$ cat src/rtl/pkt_alu_defs.sv
// Shared definitions for the packet ALU: opcodes, FSM states, status marker
// and header field positions.
package pkt_alu_defs;

    localparam logic [7:0] OP_SUM    = 8'h01;
    localparam logic [7:0] OP_XOR    = 8'h02;
    localparam logic [7:0] OP_MAX    = 8'h03;
    localparam logic [7:0] STAT_MARK = 8'hA5;

    localparam int HDR_OP_HI = 31;
    localparam int HDR_OP_LO = 24;
    localparam int HDR_N_HI  = 15;
    localparam int HDR_N_LO  = 0;

    typedef enum logic [2:0] {
        IDLE      = 3'd0,
        HDR_WAIT  = 3'd1,
        OPND_RD   = 3'd2,
        OPND_WAIT = 3'd3,
`ifdef PKT_ALU_STATUS_WORD_EN
        OUT_RES   = 3'd4,
        OUT_STAT  = 3'd5
`else
        OUT_RES   = 3'd4
`endif
    } state_t;

    function automatic logic is_known_op(input logic [7:0] op);
        return (op == OP_SUM) || (op == OP_XOR) || (op == OP_MAX);
    endfunction

endpackage

$ cat src/rtl/fifo_packet_alu_if.sv
// FIFO-side bus of the packet ALU: pop port of the input FIFO and push port
// of the return FIFO. master = ALU, slave = FIFO pair.
interface fifo_packet_alu_if;

    logic        data_empty;
    logic        data_rd;
    logic [31:0] data_din;
    logic        data_full;
    logic        data_wr;
    logic [31:0] data_dout;

    modport master (
        input  data_empty, data_din, data_full,
        output data_rd, data_wr, data_dout
    );

    modport slave (
        output data_empty, data_din, data_full,
        input  data_rd, data_wr, data_dout
    );

endinterface

$ cat src/rtl/pkt_alu_op.sv
// Combinational reduction step: folds one operand into the accumulator
// according to the opcode and flags opcodes it does not know.
module pkt_alu_op
    import pkt_alu_defs::*;
(
    input  logic [7:0]  opcode,
    input  logic [31:0] acc,
    input  logic [31:0] din,
    output logic [31:0] next_acc,
    output logic        carry,
    output logic        bad_op
);

    logic [32:0] sum;

    always_comb begin
        sum      = {1'b0, acc} + {1'b0, din};
        next_acc = acc;
        carry    = 1'b0;
        bad_op   = 1'b0;
        case (opcode)
            OP_SUM: begin
                next_acc = sum[31:0];
                carry    = sum[32];
            end
            OP_XOR:  next_acc = acc ^ din;
            OP_MAX:  next_acc = (din > acc) ? din : acc;
            default: bad_op = 1'b1;
        endcase
    end

endmodule

$ cat src/rtl/fifo_packet_alu.sv
// Packet ALU between the host FIFOs: pops a header and N operands, pushes the
// reduced result. Define PKT_ALU_STATUS_WORD_EN to append a status word.
module fifo_packet_alu
    import pkt_alu_defs::*;
#(
    parameter logic [15:0] MAX_COUNT = 16'd256,
    parameter logic [15:0] ERR_TAG   = 16'hDEAD
) (
    input  logic              clk_main_a0,
    input  logic              rst_main_n_sync,
    fifo_packet_alu_if.master bus,
    output logic              busy
);

    state_t      state;
    state_t      state_next;
    logic [31:0] acc;
    logic [15:0] remaining;
    logic [7:0]  opcode;
    logic [7:0]  err_code;
    logic        err;
    logic [7:0]  hdr_op;
    logic [15:0] hdr_n;
    logic [31:0] op_next_acc;
    logic        op_bad;
    logic        rd;
    logic        wr;
    logic [31:0] dout;

    assign hdr_op = bus.data_din[HDR_OP_HI:HDR_OP_LO];
    assign hdr_n  = bus.data_din[HDR_N_HI:HDR_N_LO];

`ifdef PKT_ALU_STATUS_WORD_EN
    logic ovf;
    logic op_carry;

    pkt_alu_op u_op (
        .opcode   (opcode),
        .acc      (acc),
        .din      (bus.data_din),
        .next_acc (op_next_acc),
        .carry    (op_carry),
        .bad_op   (op_bad)
    );
`else
    pkt_alu_op u_op (
        .opcode   (opcode),
        .acc      (acc),
        .din      (bus.data_din),
        .next_acc (op_next_acc),
        .carry    (),
        .bad_op   (op_bad)
    );
`endif

    always_ff @(posedge clk_main_a0 or negedge rst_main_n_sync) begin
        if (!rst_main_n_sync) state <= IDLE;
        else                  state <= state_next;
    end

    // Read strobe is gated by reset so nothing pops while reset is held.
    always_comb begin
        state_next = state;
        rd         = 1'b0;
        wr         = 1'b0;
        dout       = 32'h0;
        case (state)
            IDLE: begin
                rd = !bus.data_empty && rst_main_n_sync;
                if (rd) state_next = HDR_WAIT;
            end
            HDR_WAIT: begin
                if (hdr_n == 16'd0 || hdr_n > MAX_COUNT) state_next = OUT_RES;
                else                                     state_next = OPND_RD;
            end
            OPND_RD: begin
                rd = !bus.data_empty && rst_main_n_sync;
                if (rd) state_next = OPND_WAIT;
            end
            OPND_WAIT: begin
                state_next = (remaining == 16'd1) ? OUT_RES : OPND_RD;
            end
            OUT_RES: begin
                dout = err ? {ERR_TAG, 8'h00, err_code} : acc;
                wr   = !bus.data_full;
`ifdef PKT_ALU_STATUS_WORD_EN
                if (wr) state_next = OUT_STAT;
`else
                if (wr) state_next = IDLE;
`endif
            end
`ifdef PKT_ALU_STATUS_WORD_EN
            OUT_STAT: begin
                dout = {STAT_MARK, opcode, 6'b0, err, ovf, 8'h00};
                wr   = !bus.data_full;
                if (wr) state_next = IDLE;
            end
`endif
            default: state_next = IDLE;
        endcase
    end

    assign bus.data_rd   = rd;
    assign bus.data_wr   = wr;
    assign bus.data_dout = dout;
    assign busy          = (state != IDLE);

    // An oversized count reports 8'hFF in place of the opcode in the error word.
    always_ff @(posedge clk_main_a0 or negedge rst_main_n_sync) begin
        if (!rst_main_n_sync) begin
            acc       <= 32'h0;
            remaining <= 16'h0;
            opcode    <= 8'h00;
            err_code  <= 8'h00;
            err       <= 1'b0;
`ifdef PKT_ALU_STATUS_WORD_EN
            ovf       <= 1'b0;
`endif
        end else begin
            case (state)
                HDR_WAIT: begin
                    opcode    <= hdr_op;
                    remaining <= hdr_n;
                    acc       <= 32'h0;
`ifdef PKT_ALU_STATUS_WORD_EN
                    ovf       <= 1'b0;
`endif
                    if (hdr_n > MAX_COUNT) begin
                        err      <= 1'b1;
                        err_code <= 8'hFF;
                    end else begin
                        err      <= !is_known_op(hdr_op);
                        err_code <= hdr_op;
                    end
                end
                OPND_WAIT: begin
                    remaining <= remaining - 16'd1;
                    if (op_bad) begin
                        err <= 1'b1;
                    end else begin
                        acc <= op_next_acc;
`ifdef PKT_ALU_STATUS_WORD_EN
                        ovf <= ovf | op_carry;
`endif
                    end
                end
                default: ;
            endcase
        end
    end

endmodule

$ cat src/flat_wrapper.sv
// flat-port wrapper written by rule: the top's interface ports become plain ports
module fifo_packet_alu_flat import pkt_alu_defs::*;
#(
    parameter logic [15:0] MAX_COUNT = 16'd256,
    parameter logic [15:0] ERR_TAG   = 16'hDEAD
)
  (clk_main_a0, rst_main_n_sync, busy, bus_data_empty, bus_data_din, bus_data_full, bus_data_rd, bus_data_wr, bus_data_dout);
  fifo_packet_alu_if bus_i ();
  input  logic clk_main_a0;
  input  logic rst_main_n_sync;
  output logic busy;
  input wire logic [$bits(bus_i.data_empty)-1:0] bus_data_empty;
  input wire logic [$bits(bus_i.data_din)-1:0] bus_data_din;
  input wire logic [$bits(bus_i.data_full)-1:0] bus_data_full;
  output wire logic [$bits(bus_i.data_rd)-1:0] bus_data_rd;
  output wire logic [$bits(bus_i.data_wr)-1:0] bus_data_wr;
  output wire logic [$bits(bus_i.data_dout)-1:0] bus_data_dout;
  assign bus_i.data_empty = bus_data_empty;
  assign bus_i.data_din = bus_data_din;
  assign bus_i.data_full = bus_data_full;
  assign bus_data_rd = bus_i.data_rd;
  assign bus_data_wr = bus_i.data_wr;
  assign bus_data_dout = bus_i.data_dout;
  fifo_packet_alu #(.MAX_COUNT(MAX_COUNT), .ERR_TAG(ERR_TAG)) u_core (.clk_main_a0(clk_main_a0), .rst_main_n_sync(rst_main_n_sync), .bus(bus_i), .busy(busy));
endmodule
$ cat config.mk
export PLATFORM = sky130hd
export DESIGN_NAME = fifo_packet_alu_flat
export DESIGN_NICKNAME = d
export VERILOG_FILES = /design/src/rtl/pkt_alu_defs.sv /design/src/rtl/fifo_packet_alu_if.sv /design/src/rtl/pkt_alu_op.sv /design/src/rtl/fifo_packet_alu.sv /design/src/flat_wrapper.sv
export SDC_FILE = /design/constraint.sdc
export NUM_CORES = 1
export LEC_CHECK = 0
export CORE_MARGIN = 3
export CORE_UTILIZATION = 40
export CTS_CLUSTER_SIZE = 40
export DETAILED_ROUTE_END_ITERATION = 12
export HOLD_SLACK_MARGIN = 0.15
export MAX_ROUTING_LAYER = met4
export PLACE_DENSITY = 0.59
export SYNTH_ARGS = -nofsm -noshare
export SYNTH_HDL_FRONTEND = slang
export SYNTH_HIERARCHICAL = 1
export SYNTH_SLANG_ARGS = --single-unit
$ cat constraint.sdc
create_clock -name clk_main_a0 -period 7.75 [get_ports clk_main_a0]
set_input_delay 1.55 -clock clk_main_a0 [delete_from_list [all_inputs] [get_ports clk_main_a0]]
set_output_delay 1.55 -clock clk_main_a0 [all_outputs]
set_load 0.05 [all_outputs]
# Word level (Yosys, flattened, before mapping)
# Cells that the tools add are included.
# Widths: inputs -> output; s select.
totals:
  regBits: 68
  latch_bits: 0
  ram_bits: 0
  rom_bits: 0
  input_bits: 36
  output_inout_bits: 35
  word_cells: 64
  memories: 0
op_classes:
  add_sub_neg: 2
  mul: 0
  n_div: 0
  n_lt_le_gt_ge: 2
  eq_ne: 18
  shifts: 0
  mux: 19
  n_bitwise: 1
  n_reduce_logical: 16
op_table:
  columns: ["operator", "n"]
  rows:
  - ["$mux 32", 4]
  - ["$pmux 32 s3", 1]
  - ["$pmux 32 s2", 1]
  - ["$add 32x32->32", 1]
  - ["$eq 8x2->1 const B", 4]
  - ["$gt 32x32->1", 1]
  - ["$pmux 16 s2", 1]
  - ["$xor 32x32->32", 1]
  - ["$eq 16x1->1 const B", 1]
  - ["$eq 8x1->1 const B", 2]
  - ["$gt 16x9->1 const B", 1]
  - ["$logic_not 16->1", 1]
  - ["$sub 16x1->16 const B", 1]
  - ["$mux 3", 5]
  - ["$pmux 3 s5", 1]
  - ["$mux 8", 1]
  - ["$eq 3x2->1 const B", 2]
  - ["$ne 2x2->1 const B", 3]
  - ["$mux 1", 4]
  - ["$ne 2x1->1 const B", 2]
  - ["$ne 4x4->1 const B", 1]
  - ["$reduce_and 4->1", 1]
  - ["$eq 3x1->1 const B", 1]
  - ["$eq 3x3->1 const B", 1]
  - ["other kinds (12)", 16]

# Longest topological paths before layout
depth:
  depth_word: 6
  depth_mapped: 15
  depth_no_buf: 12

# By module
# The synthesis kept the hierarchy.
by_module_without_submodules:
  columns: ["module", "n_inst", "cells_per_inst", "area_each_um2", "seq_area_each_um2"]
  rows:
  - ["pkt_alu_op", 1, 528, 3522.1, 0.0]
  - ["fifo_packet_alu", 1, 333, 3299.4, 1701.6]

# Least setup slack after synthesis
# OpenSTA, ideal clock, no wires.
synth_path:
  path_kind: "in2out"
  from: "input bus_data_empty"
  to: "output bus_data_rd"
  t_arrival_ns: 3.193
  t_required_ns: 6.200
  setup_slack_ns: 3.007
  cell_stages: 1
  path_buffers: 0
  cell_sequence: "nor4b_1"
synth_via:
  elab_chain_len: 3
synth_rtl:
  columns: ["item", "line_no", "text"]
  rows:
  - ["start, declared", "flat_wrapper.sv:12", "input wire logic [$bits(bus_i.data_empty)-1:0] bus_data_empty;"]
  - ["$logic_not 1->1", "fifo_packet_alu.sv:69, fifo_packet_alu.sv:77", null]
  - ["$logic_and 1x1->1", "fifo_packet_alu.sv:69, fifo_packet_alu.sv:77", null]
  - ["$mux 1", null, null]
  - ["end, declared", "flat_wrapper.sv:15", "output wire logic [$bits(bus_i.data_rd)-1:0] bus_data_rd;"]
# No other way between the ends.

# Final worst setup path
layout_path:
  from: "input bus_data_din[15]"
  to: "register u_core.acc[29]"
layout_via:
  elab_chain_len: 4
  elab_cells_between_ends: 7
  cone_classes: "1 x add/sub; 1 x order compare; 1 x eq/ne; 3 x mux; 1 x reduce/logical"
layout_rtl:
  columns: ["item", "line_no", "text"]
  rows:
  - ["start, declared", "flat_wrapper.sv:13", "input wire logic [$bits(bus_i.data_din)-1:0] bus_data_din;"]
  - ["$add 32x32->32", "pkt_alu_op.sv:17", "sum = {1'b0, acc} + {1'b0, din};"]
  - ["$pmux 32 s3", "pkt_alu_op.sv:21", "case (opcode)"]
  - ["named net u_core.op_next_acc[29]", "fifo_packet_alu.sv:24", "logic [31:0] op_next_acc;"]
  - ["$mux 32", "fifo_packet_alu.sv:138", "if (op_bad) begin"]
  - ["$pmux 32 s2", "fifo_packet_alu.sv:120", "case (state)"]
  - ["end signal, assigned", "fifo_packet_alu.sv:141", "acc <= op_next_acc;"]
  - ["end, declared", "fifo_packet_alu.sv:17", "logic [31:0] acc;"]
# The timed path passes the listed nets, and every way through them passes these cells. The select of a mux whose other input is x is not followed.
# A chain may end at the register's enable or synchronous reset.

==> impl_results.md <==
* Sw Pwr at 0.486 mW
* Routability-driven placement congestion ratio at 0.947
* Power share of the clock group at 34.2%
* Static Leak at 3.26 nW
* Final ANT Viol Nets at 0
* Met2 GRT Util at 35.3%
* Global-route wire length before repair at 34,200 um
* Clock Skew at 0.00845 ns
* Grt met3 use at 4.26%
* Gr busiest metal: met2
* Syn nets at 958
* Hold Startpoint: u_core/opcode[2]
* Final Net Count at 998
* Pwr dens at 164 nW/um2
* CTS clk-pin slew, worst paths at 0.07 ns
* Worst slew margin at 17.9%
* Cell-internal power at 0.811 mW
* Grt total ovfl at 0
* H-Tree Depth at 3
* Root buffer cell: clkbuf_16
* Setup TNS at 0 ns
* Worst Setup SP: bus_data_din[15]
* Post_cts resized at 0
* Startpoint types: input port
* Number of port buffers at 70
* Count of pins over their slew limit at 0
* Outcome: finished clean
* CP Class: in2reg
* Vias in the first global route at 6,144
* Rows at 46
* Chip width at 136 um
* IO Pins at 71
* Final Cycle Share at 62.8%
* Final Hold Vio Count at 0
* Core area at 16,200 um2
* CTS tree: done
* Worst EP required at 7.99 ns
* DRC viols at 0
* Routed WL per cell at 19.2 um
* Post-synthesis area per instance at 7.93 um2
* Final setup viols at 0
* Initial antenna violation count at 0
* Cells after Synth at 856
* CTS Buf Count at 9
* Sw Ratio at 37.5%
* DRT Pass-1 Iters at 5
* WP data arrival at 5.10 ns
* Post-CTS setup buffer count at 0
* Worst VDD drop at 0.124 mV
* Met1 usage at 34.5%
* Clock sink count at 68
* DR iter-0 viols at 793
* Clk buf depth at 2
* Max-cap violation count at 0
* Post-Syn Area at 6790 um2
* Die area at 18,600 um2
* Die height at 136 um
* Via/cell ratio at 6.00
* Largest net degree at the start of global routing at 51
* Warnings from Yosys at 6
* Tightest Pin Transition at 1.23 ns
* Final Util at 48.7%
* Skew-Pair Late Insertion Delay at 0.35 ns
* Unrepaired setup endpoints after global routing: false
* # diodes at 0
* Comb pwr share at 30.1%
* Initial core utilization at 41.8%
* Detailed Place HPWL at 15,300 um
* Sequential share of power at 35.7%
* Fmax at 206 MHz
* Hold_buf cts at 0
* Vias post-DR at 6,700
* Area growth, synth to finish at 16.4%
* Layout cells sized above 1 at 6.55%
* Hold crit path type: reg2reg
* Min Clock Period, post-route at 4.86 ns
* Reg-to-Reg Start: u_core/opcode[7]
* Critical path capture point type: flop
* GRT Util Overall at 24.1%
* Routed WL at 21,500 um
* Crit path max fanout at 17
## cell type report
class	count	area (um2)
Tap cell	216	270
Clock inverter	5	60.1
Inverter	65	244
Timing Repair Buffer	80	773
Clock buffer	11	253
Multi-Input combinational cell	672	4600
Fill cell	1634	8330
Sequential cell	68	1700
## registers in the layout (all words and copies together) (netlist names)
| register | count |
|---|---|
| u_core/acc | 32 |
| u_core/remaining | 16 |
| u_core/err_code | 8 |
| u_core/opcode | 8 |
| u_core/state | 3 |
| u_core/err | 1 |
## power groups by stage
stage	Combinational (mW)	Clock [mW]	Sequential (mW)
floorplan	0.278	0	0.442
finish	0.390	0.443	0.463
detailed placement	0.387	0	0.469
CTS	0.389	0.451	0.462
global route	0.426	0.467	0.473
global placement	0.385	0	0.468
## placed cells by master, fill, tap and decap left out, types with 9 or more instances in the layout
cell type,n
a22o_1,32
o21ai_0,43
and2_1,15
a221o_1,16
nand4_1,12
mux2i_1,15
nand2_1,60
nor2_1,90
nor3_1,15
nor4_1,11
o21bai_1,10
o31ai_1,13
nor2b_1,9
buf_4,11
clkbuf_16,9
ha_1,65
a21oi_1,78
inv_1,63
clkdlybuf4s50_1,69
nand3_1,27
nand2b_1,12
o22ai_1,16
dfrtp_1,68
## routing by layer
layer / wire (um) / part of all wire, %
met1: 10700 / 50
met2: 9280 / 43
met3: 1210 / 5.6
met4: 278 / 1.3
met5: 0 / 0
## metrics by stage
stage / power [mW] / hold WS (ns) / cell area, um2 / setup slack, ns / cells
after floorplan: 0.720 / 0.437 / 6790 / 3.01 / 856
after global placement: 0.853 / 0.455 / 7590 / 2.54 / 1101
after detailed placement: 0.855 / 0.456 / 7590 / 2.55 / 1101
after CTS: 1.30 / 0.471 / 7900 / 2.91 / 1117
after global routing: 1.37 / 0.488 / 7900 / 2.74 / 1117
final: 1.30 / 0.469 / 7900 / 2.89 / 1117
## critical path, cell delays in order
cell             delay [ns]
clkdlybuf4s50_1        0.59
ha_1                   0.50
nand4_1                0.25
a2111o_1               0.37
o211ai_2               0.10
a21oi_2                0.08
a21o_4                 0.22
a21o_1                 0.41
buf_4                  0.34
a222oi_1               0.35
o21ai_0                0.13
a22o_1                 0.21
## final timing paths
| kind | endpoint | slack (ns) | cells after the start |
|---|---|---|---|
| max in group asynchronous | u_core/remaining[6] | 5.66 | 2 |
| hold reg to reg | u_core/opcode[2] | 0.47 | 2 |
| min in group asynchronous | u_core/acc[24] | 1.10 | 1 |
| hold / removal | u_core/opcode[2] | 0.47 | 2 |
| setup / recovery | u_core/acc[29] | 2.89 | 12 |
| setup reg to reg | u_core/acc[29] | 4.17 | 8 |
No activity file was read; power rests on OpenSTA's default activity.
